[src/rtl/disp_pkg.sv]
// Shared definitions for the SPI display controller: FSM state encoding,
// display mode encodings and the hex-to-7-segment lookup table.
package disp_pkg;

    typedef enum logic [2:0] {
        S_IDLE  = 3'd0,
        S_SETUP = 3'd1,
        S_SHIFT = 3'd2,
        S_HOLD  = 3'd3,
        S_DONE  = 3'd4
    } state_e;

    localparam logic [1:0] MODE_HEX     = 2'd0;  // hex digit to 7-segment
    localparam logic [1:0] MODE_RAW     = 2'd1;  // raw nibble, upper bits zero
    localparam logic [1:0] MODE_HEX_LZB = 2'd2;  // 7-segment with leading-zero blanking
    localparam logic [1:0] MODE_TEST    = 2'd3;  // every segment lit

    // Segment byte is {dp, g, f, e, d, c, b, a}, active-high, dp always off.
    localparam logic [7:0] SEG_TABLE [16] = '{
        8'h3F, 8'h06, 8'h5B, 8'h4F, 8'h66, 8'h6D, 8'h7D, 8'h07,
        8'h7F, 8'h6F, 8'h77, 8'h7C, 8'h39, 8'h5E, 8'h79, 8'h71
    };

    // Byte sent for one digit; blank is only honoured in blanking mode.
    function automatic logic [7:0] encode_digit(input logic [3:0] digit,
                                                input logic [1:0] mode,
                                                input logic       blank);
        logic [7:0] seg;
        case (mode)
            MODE_HEX:     seg = SEG_TABLE[digit];
            MODE_RAW:     seg = {4'h0, digit};
            MODE_HEX_LZB: seg = blank ? 8'h00 : SEG_TABLE[digit];
            default:      seg = 8'hFF;
        endcase
        return seg;
    endfunction

endpackage

[src/rtl/spi_shift_byte.sv]
// One-byte SPI mode-0 shifter: generates sclk from clk, drives mosi MSB
// first and, when DISP_READBACK_EN is defined, captures miso on sclk rising.
module spi_shift_byte
    import disp_pkg::*;
#(
    parameter int CLK_DIV = 4
) (
    input  logic       clk,
    input  logic       rst,
    input  logic       load,
    input  logic [7:0] tx_byte,
    input  logic       run,
`ifdef DISP_READBACK_EN
    input  logic       miso,
    output logic [7:0] rx_byte,
`endif
    output logic       sclk,
    output logic       mosi,
    output logic       byte_last
);

    localparam int CNT_W = (CLK_DIV > 1) ? $clog2(CLK_DIV) : 1;
    localparam logic [CNT_W-1:0] DIV_LAST = CNT_W'(CLK_DIV - 1);

    logic [CNT_W-1:0] div_q, div_d;
    logic             sclk_q, sclk_d;
    logic [2:0]       bit_q, bit_d;
    logic [7:0]       tx_q, tx_d;
`ifdef DISP_READBACK_EN
    logic [7:0]       rx_q, rx_d;
`endif
    logic             tick;

    assign tick      = run && (div_q == DIV_LAST);
    // Final falling edge of bit 7: the controller loads the next byte here.
    assign byte_last = tick && sclk_q && (bit_q == 3'd7);
    assign sclk      = sclk_q;
    assign mosi      = tx_q[7];
`ifdef DISP_READBACK_EN
    assign rx_byte   = rx_q;
`endif

    // Next-state: half-period divider, sclk toggle, shift on falling edge.
    always_comb begin
        // NOTE: every variable gets a default first so no path infers a latch.
        div_d  = div_q;
        sclk_d = sclk_q;
        bit_d  = bit_q;
        tx_d   = tx_q;
`ifdef DISP_READBACK_EN
        rx_d   = rx_q;
`endif
        if (run) begin
            if (tick) begin
                div_d  = '0;
                sclk_d = ~sclk_q;
                if (sclk_q) begin
                    // Falling edge: advance mosi while sclk goes low.
                    bit_d = bit_q + 3'd1;
                    tx_d  = {tx_q[6:0], 1'b0};
                end
`ifdef DISP_READBACK_EN
                else begin
                    rx_d = {rx_q[6:0], miso};
                end
`endif
            end else begin
                div_d = div_q + 1'b1;
            end
        end
        if (load) begin
            div_d  = '0;
            sclk_d = 1'b0;
            bit_d  = 3'd0;
            tx_d   = tx_byte;
        end
    end

    // State registers with synchronous reset.
    always_ff @(posedge clk) begin
        // NOTE: sequential state uses non-blocking assignments only.
        if (rst) begin
            div_q  <= '0;
            sclk_q <= 1'b0;
            bit_q  <= 3'd0;
            tx_q   <= 8'h00;
`ifdef DISP_READBACK_EN
            rx_q   <= 8'h00;
`endif
        end else begin
            div_q  <= div_d;
            sclk_q <= sclk_d;
            bit_q  <= bit_d;
            tx_q   <= tx_d;
`ifdef DISP_READBACK_EN
            rx_q   <= rx_d;
`endif
        end
    end

endmodule

[src/rtl/spi_disp_ctrl.sv]
// SPI display controller: latches digits and mode into shadow registers and
// sends one frame of N_DIGITS encoded bytes, highest digit first.
// Optional macro DISP_READBACK_EN adds the rdata port holding the miso bits
// captured during the last completed frame.
module spi_disp_ctrl
    import disp_pkg::*;
#(
    parameter int N_DIGITS = 4,
    parameter int CLK_DIV  = 4
) (
    input  logic                  clk,
    input  logic                  rst,
    input  logic                  set,
    input  logic [4*N_DIGITS-1:0] din,
    input  logic [1:0]            mode,
    input  logic                  start,
    output logic                  ss,
    output logic                  sclk,
    output logic                  mosi,
    input  logic                  miso,
    output logic                  busy,
    output logic                  done,
`ifdef DISP_READBACK_EN
    output logic [8*N_DIGITS-1:0] rdata,
`endif
    output logic [2:0]            state
);

    localparam int IDX_W   = (N_DIGITS > 1) ? $clog2(N_DIGITS) : 1;
    localparam int CNT_W   = (CLK_DIV > 1) ? $clog2(CLK_DIV) : 1;
    localparam int FRAME_W = 8 * N_DIGITS;
    localparam logic [CNT_W-1:0] DIV_LAST = CNT_W'(CLK_DIV - 1);
    localparam logic [IDX_W-1:0] IDX_TOP  = IDX_W'(N_DIGITS - 1);

    state_e                state_q, state_d;
    logic [CNT_W-1:0]      cnt_q, cnt_d;
    logic [IDX_W-1:0]      idx_q, idx_d;
    logic [4*N_DIGITS-1:0] din_q, din_d;
    logic [1:0]            mode_q, mode_d;
    logic                  done_q, done_d;
    logic                  ss_q, ss_d;

    logic                  load;
    logic [IDX_W-1:0]      load_idx;
    logic [3:0]            load_digit;
    logic [7:0]            tx_byte;
    logic                  byte_last;
    logic [N_DIGITS-1:0]   lz_blank;

`ifdef DISP_READBACK_EN
    logic [7:0]            rx_byte;
    logic [FRAME_W-1:0]    rx_frame_q, rx_frame_d;
    logic [FRAME_W-1:0]    rdata_q, rdata_d;
`else
    logic                  unused_miso;
    assign unused_miso = miso;
`endif

    assign ss    = ss_q;
    assign busy  = (state_q != S_IDLE);
    assign done  = done_q;
    assign state = state_q;
`ifdef DISP_READBACK_EN
    assign rdata = rdata_q;
`endif

    // Leading-zero blanking: a digit blanks when it and all higher digits are 0.
    always_comb begin
        logic upper_zero;
        upper_zero = 1'b1;
        lz_blank   = '0;
        for (int i = N_DIGITS - 1; i >= 0; i--) begin
            upper_zero  = upper_zero & (din_q[4*i +: 4] == 4'h0);
            lz_blank[i] = upper_zero && (i != 0);
        end
    end

    // Encode the digit about to be handed to the shifter.
    always_comb begin
        load_digit = din_q[4*load_idx +: 4];
        tx_byte    = encode_digit(load_digit, mode_q, lz_blank[load_idx]);
    end

    // FSM next-state, shadow update and byte sequencing.
    always_comb begin
        state_d  = state_q;
        cnt_d    = cnt_q;
        idx_d    = idx_q;
        din_d    = din_q;
        mode_d   = mode_q;
        done_d   = 1'b0;
        load     = 1'b0;
        load_idx = IDX_TOP;
        unique case (state_q)
            S_IDLE: begin
                if (set) begin
                    din_d  = din;
                    mode_d = mode;
                end
                if (start) begin
                    state_d = S_SETUP;
                    cnt_d   = '0;
                end
            end
            S_SETUP: begin
                if (cnt_q == DIV_LAST) begin
                    state_d = S_SHIFT;
                    load    = 1'b1;
                    idx_d   = IDX_TOP;
                    cnt_d   = '0;
                end else begin
                    cnt_d = cnt_q + 1'b1;
                end
            end
            S_SHIFT: begin
                load_idx = idx_q - 1'b1;
                if (byte_last) begin
                    if (idx_q == '0) begin
                        state_d = S_HOLD;
                        cnt_d   = '0;
                    end else begin
                        load  = 1'b1;
                        idx_d = idx_q - 1'b1;
                    end
                end
            end
            S_HOLD: begin
                if (cnt_q == DIV_LAST) begin
                    state_d = S_DONE;
                    cnt_d   = '0;
                end else begin
                    cnt_d = cnt_q + 1'b1;
                end
            end
            S_DONE: begin
                state_d = S_IDLE;
                done_d  = 1'b1;
            end
            default: state_d = S_IDLE;
        endcase
        ss_d = (state_d == S_IDLE);
    end

`ifdef DISP_READBACK_EN
    // Assemble received bytes, first byte ends up in the MSBs; publish on done.
    always_comb begin
        rx_frame_d = rx_frame_q;
        rdata_d    = rdata_q;
        if ((state_q == S_SHIFT) && byte_last) begin
            rx_frame_d = FRAME_W'({rx_frame_q, rx_byte});
        end
        if (done_d) begin
            rdata_d = rx_frame_q;
        end
    end

    // Readback registers with synchronous reset.
    always_ff @(posedge clk) begin
        if (rst) begin
            rx_frame_q <= '0;
            rdata_q    <= '0;
        end else begin
            rx_frame_q <= rx_frame_d;
            rdata_q    <= rdata_d;
        end
    end
`endif

    // Controller registers with synchronous reset.
    always_ff @(posedge clk) begin
        if (rst) begin
            state_q <= S_IDLE;
            cnt_q   <= '0;
            idx_q   <= '0;
            din_q   <= '0;
            mode_q  <= MODE_HEX;
            done_q  <= 1'b0;
            ss_q    <= 1'b1;
        end else begin
            state_q <= state_d;
            cnt_q   <= cnt_d;
            idx_q   <= idx_d;
            din_q   <= din_d;
            mode_q  <= mode_d;
            done_q  <= done_d;
            ss_q    <= ss_d;
        end
    end

    spi_shift_byte #(
        .CLK_DIV (CLK_DIV)
    ) u_shift (
        .clk       (clk),
        .rst       (rst),
        .load      (load),
        .tx_byte   (tx_byte),
        .run       (state_q == S_SHIFT),
`ifdef DISP_READBACK_EN
        .miso      (miso),
        .rx_byte   (rx_byte),
`endif
        .sclk      (sclk),
        .mosi      (mosi),
        .byte_last (byte_last)
    );

endmodule

[config.mk]
export PLATFORM = sky130hd
export DESIGN_NAME = spi_disp_ctrl
export DESIGN_NICKNAME = d
export VERILOG_FILES = /design/src/rtl/disp_pkg.sv /design/src/rtl/spi_shift_byte.sv /design/src/rtl/spi_disp_ctrl.sv
export SDC_FILE = /design/constraint.sdc
export NUM_CORES = 1
export LEC_CHECK = 0
export CAP_MARGIN = 20
export CORE_UTILIZATION = 55
export DETAILED_ROUTE_END_ITERATION = 10
export PLACE_DENSITY = 0.78
export REMOVE_ABC_BUFFERS = 1
export SYNTH_ARGS = -nofsm -noshare
export SYNTH_HDL_FRONTEND = slang
export SYNTH_SLANG_ARGS = --single-unit
[constraint.sdc]
create_clock -name clk -period 7.1 [get_ports clk]
set_input_delay 1.065 -clock clk [delete_from_list [all_inputs] [get_ports clk]]
set_output_delay 1.065 -clock clk [all_outputs]
set_load 0.01 [all_outputs]
==> impl_metrics.ini <==
[synthesis]
ys.flop_type = dfxtp_1
synth_edf_count = 0
syn_inst = 287
ys_ff_latch = 41
avgSynthCellArea_um2 = 8.06
synthArstFlopShare = 0
ys_seq_area_frac = 0.355
syn_area_um2 = 2310
yosysWarnings = 0
yosysUniqueCellTypes = 56

[floorplanning]
core_um2 = 4030
ioPinCount = 31
die_area_um2 = 4470
row_count = 23
start_util = 0.574
die_w_um = 66.9
fp.dieH_um = 66.9

[flow_run]
maxCapViolCount = 0

[final_layout]
diodes = 0
area_growth_syn_to_layout_pct = 15.9
nets = 339
final_util = 0.666
fillers = 373
instances_no_fill = 359
layout-drive-gt1-share = 0.0583

[timing]
drv_slew = 0
relSlewSlack = 0.521
worst_pin_slew_ns = 0.709
final.setup.tns_ns = 0
period_minus_slack_ns = 2.97
final-setup-viol-count = 0
grt_setup_unrepaired = no
hold_viol_final = 0
period_share = 0.418
fmax_ghz = 0.337
fin_skew_ns = 0.00735

[global_route]
grt_pass1_wl_um = 8800
grt_pass1_vias = 1926
grt_max_degree = 41
grtUsageTotal = 0.262
grt_overflow = 0
antenna_found_initial = 0

[power]
p_leak_nw = 0.979
power_density_nw_per_um2 = 174
irDropWorstVdd_uv = 100

[clocking]
postCtsSetupBuffers = 0
numCtsBuffers = 5
cts_max_path_buffers = 2
cts.reportedPaths.clkPinSlew_ns = 0.08
cts-root-buf = clkbuf_8
cts_tree = done
htreeDepth = 2
cts_hold_buf = 0
postCtsResizedCells = 0
clock_sinks = 41
clk_latency_ns = 0.30

[placed_design]
globalplace.congestion = 0.909
hpwlAfterDp_um = 3560
port_buffers = 29
placed_cells = 351

[routing]
ant_nets = 0
first_pass_iters = 4
wl_met3_um = 211
drt-met1-wl_um = 2430
vias = 2118
drt_iter0_drc = 146
drc_errors = 0
vias_per_cell = 5.90
met2WireLength_um = 2400
dr.max_layer_used = met4
drt_wl_total_um = 5130
post_drt_wl_per_cell_um = 14.3

[worst_setup_path]
reg2reg_depth = 10
crit_slowest_cell = dfxtp_1
critical_path_depth = 10
crit_path_max_incr_delay_ns = 0.58
critPathMaxFanout = 13
cp-start-kind = register
cp-end-kind = register
cp.arrival_ns = 3.18
cp.required_ns = 7.32
timing_worst_setup_path_type = reg2reg
crit_chain = inv_1 > ha_1 > nor2_1 > nor2_1 > o22a_1 > inv_1 > ha_1 > o2111ai_1 > o211ai_1 > a221oi_1
crit_buf_inv = 2
critPathTopFamily = compound AO/OA/AOI/OAI gates

[worst_hold_path]
min_path_cells = 2
min_path_type = reg2reg

[run_status]
status = finished clean
==> cell families (layout without fill, tap and decap cells) <==
family | count (synthesis) | after routing | synth area share
AO/OA/AOI/OAI | 87 | 87 | 0.257
XOR/XNOR | 3 | 3 | 0.0114
adder cells (fa/ha/maj) | 8 | 8 | 0.0433
buffers and inverters | 26 | 48 | 0.0503
flip-flops | 41 | 41 | 0.355
multiplexers | 10 | 10 | 0.0433
AND/OR/NAND/NOR | 112 | 112 | 0.240
==> worst min-delay path: stages (launching register included) <==
cell and delay (ns):
dfxtp_1 0.32, nand2_1 0.05, a21oi_1 0.05
==> layer usage <==
metal,vias to the layer above,global-route usage
li1,1092,-
met1,968,0.330
met2,51,0.434
met3,7,0.0565
met4,0,0.0931
met5,-,0
==> power by group <==
| group | leakage, nW | switching [mW] | internal, mW |
|---|---|---|---|
| clock | 0.0439 | 0.0863 | 0.0679 |
| combinational | 0.601 | 0.0335 | 0.0319 |
| sequential | 0.334 | 0.00933 | 0.238 |
==> layout by cell type (no fill, tap or decap), types with 4 or more instances in the layout <==
master,instances
and2_1,5
mux2i_1,10
clkbuf_8,5
and3_1,4
o22ai_1,5
ha_1,8
nand3_1,4
o211ai_1,5
nor3_1,11
a21oi_1,26
inv_1,10
nor2b_1,4
nand2_1,54
dfxtp_1,41
nor4_1,4
o21ai_0,11
nor2_1,13
clkdlybuf4s50_1,29
==> final timing paths <==
kind | start | end | slack [ns]
worst max-delay path | idx_q[0] | u_shift.tx_q[6] | 4.13
worst max register to register | idx_q[0] | u_shift.tx_q[6] | 4.13
worst min-delay path | din_q[0] | din_q[0] | 0.46
worst min register to register | din_q[0] | din_q[0] | 0.46
==> per-stage QoR <==
step | power [mW] | worst slack [ns] | instance area (um2) | hold WS (ns)
floorplan | 0.288 | 4.56 | 2230 | 0.425
detailed placement | 0.317 | 4.22 | 2590 | 0.455
CTS | 0.469 | 4.19 | 2680 | 0.469
global route | 0.489 | 3.85 | 2680 | 0.489
global placement | 0.316 | 4.25 | 2590 | 0.444
finish | 0.467 | 4.13 | 2680 | 0.464
==> registers in the layout, indices dropped and copies added, names as in the netlist <==
name,count
cnt_q,2
din_q,16
done,1
idx_q,2
mode_q,2
ss,1
state,3
u_shift.bit_q,3
u_shift.div_q,2
u_shift.sclk,1
u_shift.tx_q,8
==> final cells by class <==
cell class | instances | area (um2) | area share
Multi-Input combinational cell | 220 | 1380 | 0.513
Sequential cell | 41 | 821 | 0.306
Timing Repair Buffer | 30 | 298 | 0.111
Clock buffer | 5 | 68.8 | 0.0257
Tap cell | 50 | 62.6 | 0.0233
Inverter | 10 | 37.5 | 0.0140
Clock inverter | 3 | 17.5 | 0.00653
==> synthesized netlist by cell type (4+ instances only) <==
| library cell | n | share of area |
|---|---|---|
| nand2_1 | 54 | 0.088 |
| dfxtp_1 | 41 | 0.35 |
| a21oi_1 | 26 | 0.056 |
| nor2_1 | 13 | 0.021 |
| nor3_1 | 11 | 0.024 |
| o21ai_0 | 11 | 0.024 |
| inv_1 | 10 | 0.016 |
| mux2i_1 | 10 | 0.043 |
| clkbuf_1 | 8 | 0.013 |
| ha_1 | 8 | 0.043 |
| buf_2 | 6 | 0.013 |
| and2_1 | 5 | 0.014 |
| o211ai_1 | 5 | 0.016 |
| o22ai_1 | 5 | 0.014 |
| and3_1 | 4 | 0.011 |
| nand3_1 | 4 | 0.0087 |
| nor2b_1 | 4 | 0.011 |
| nor4_1 | 4 | 0.011 |
Note: power is estimated with default switching activity, not from simulation.
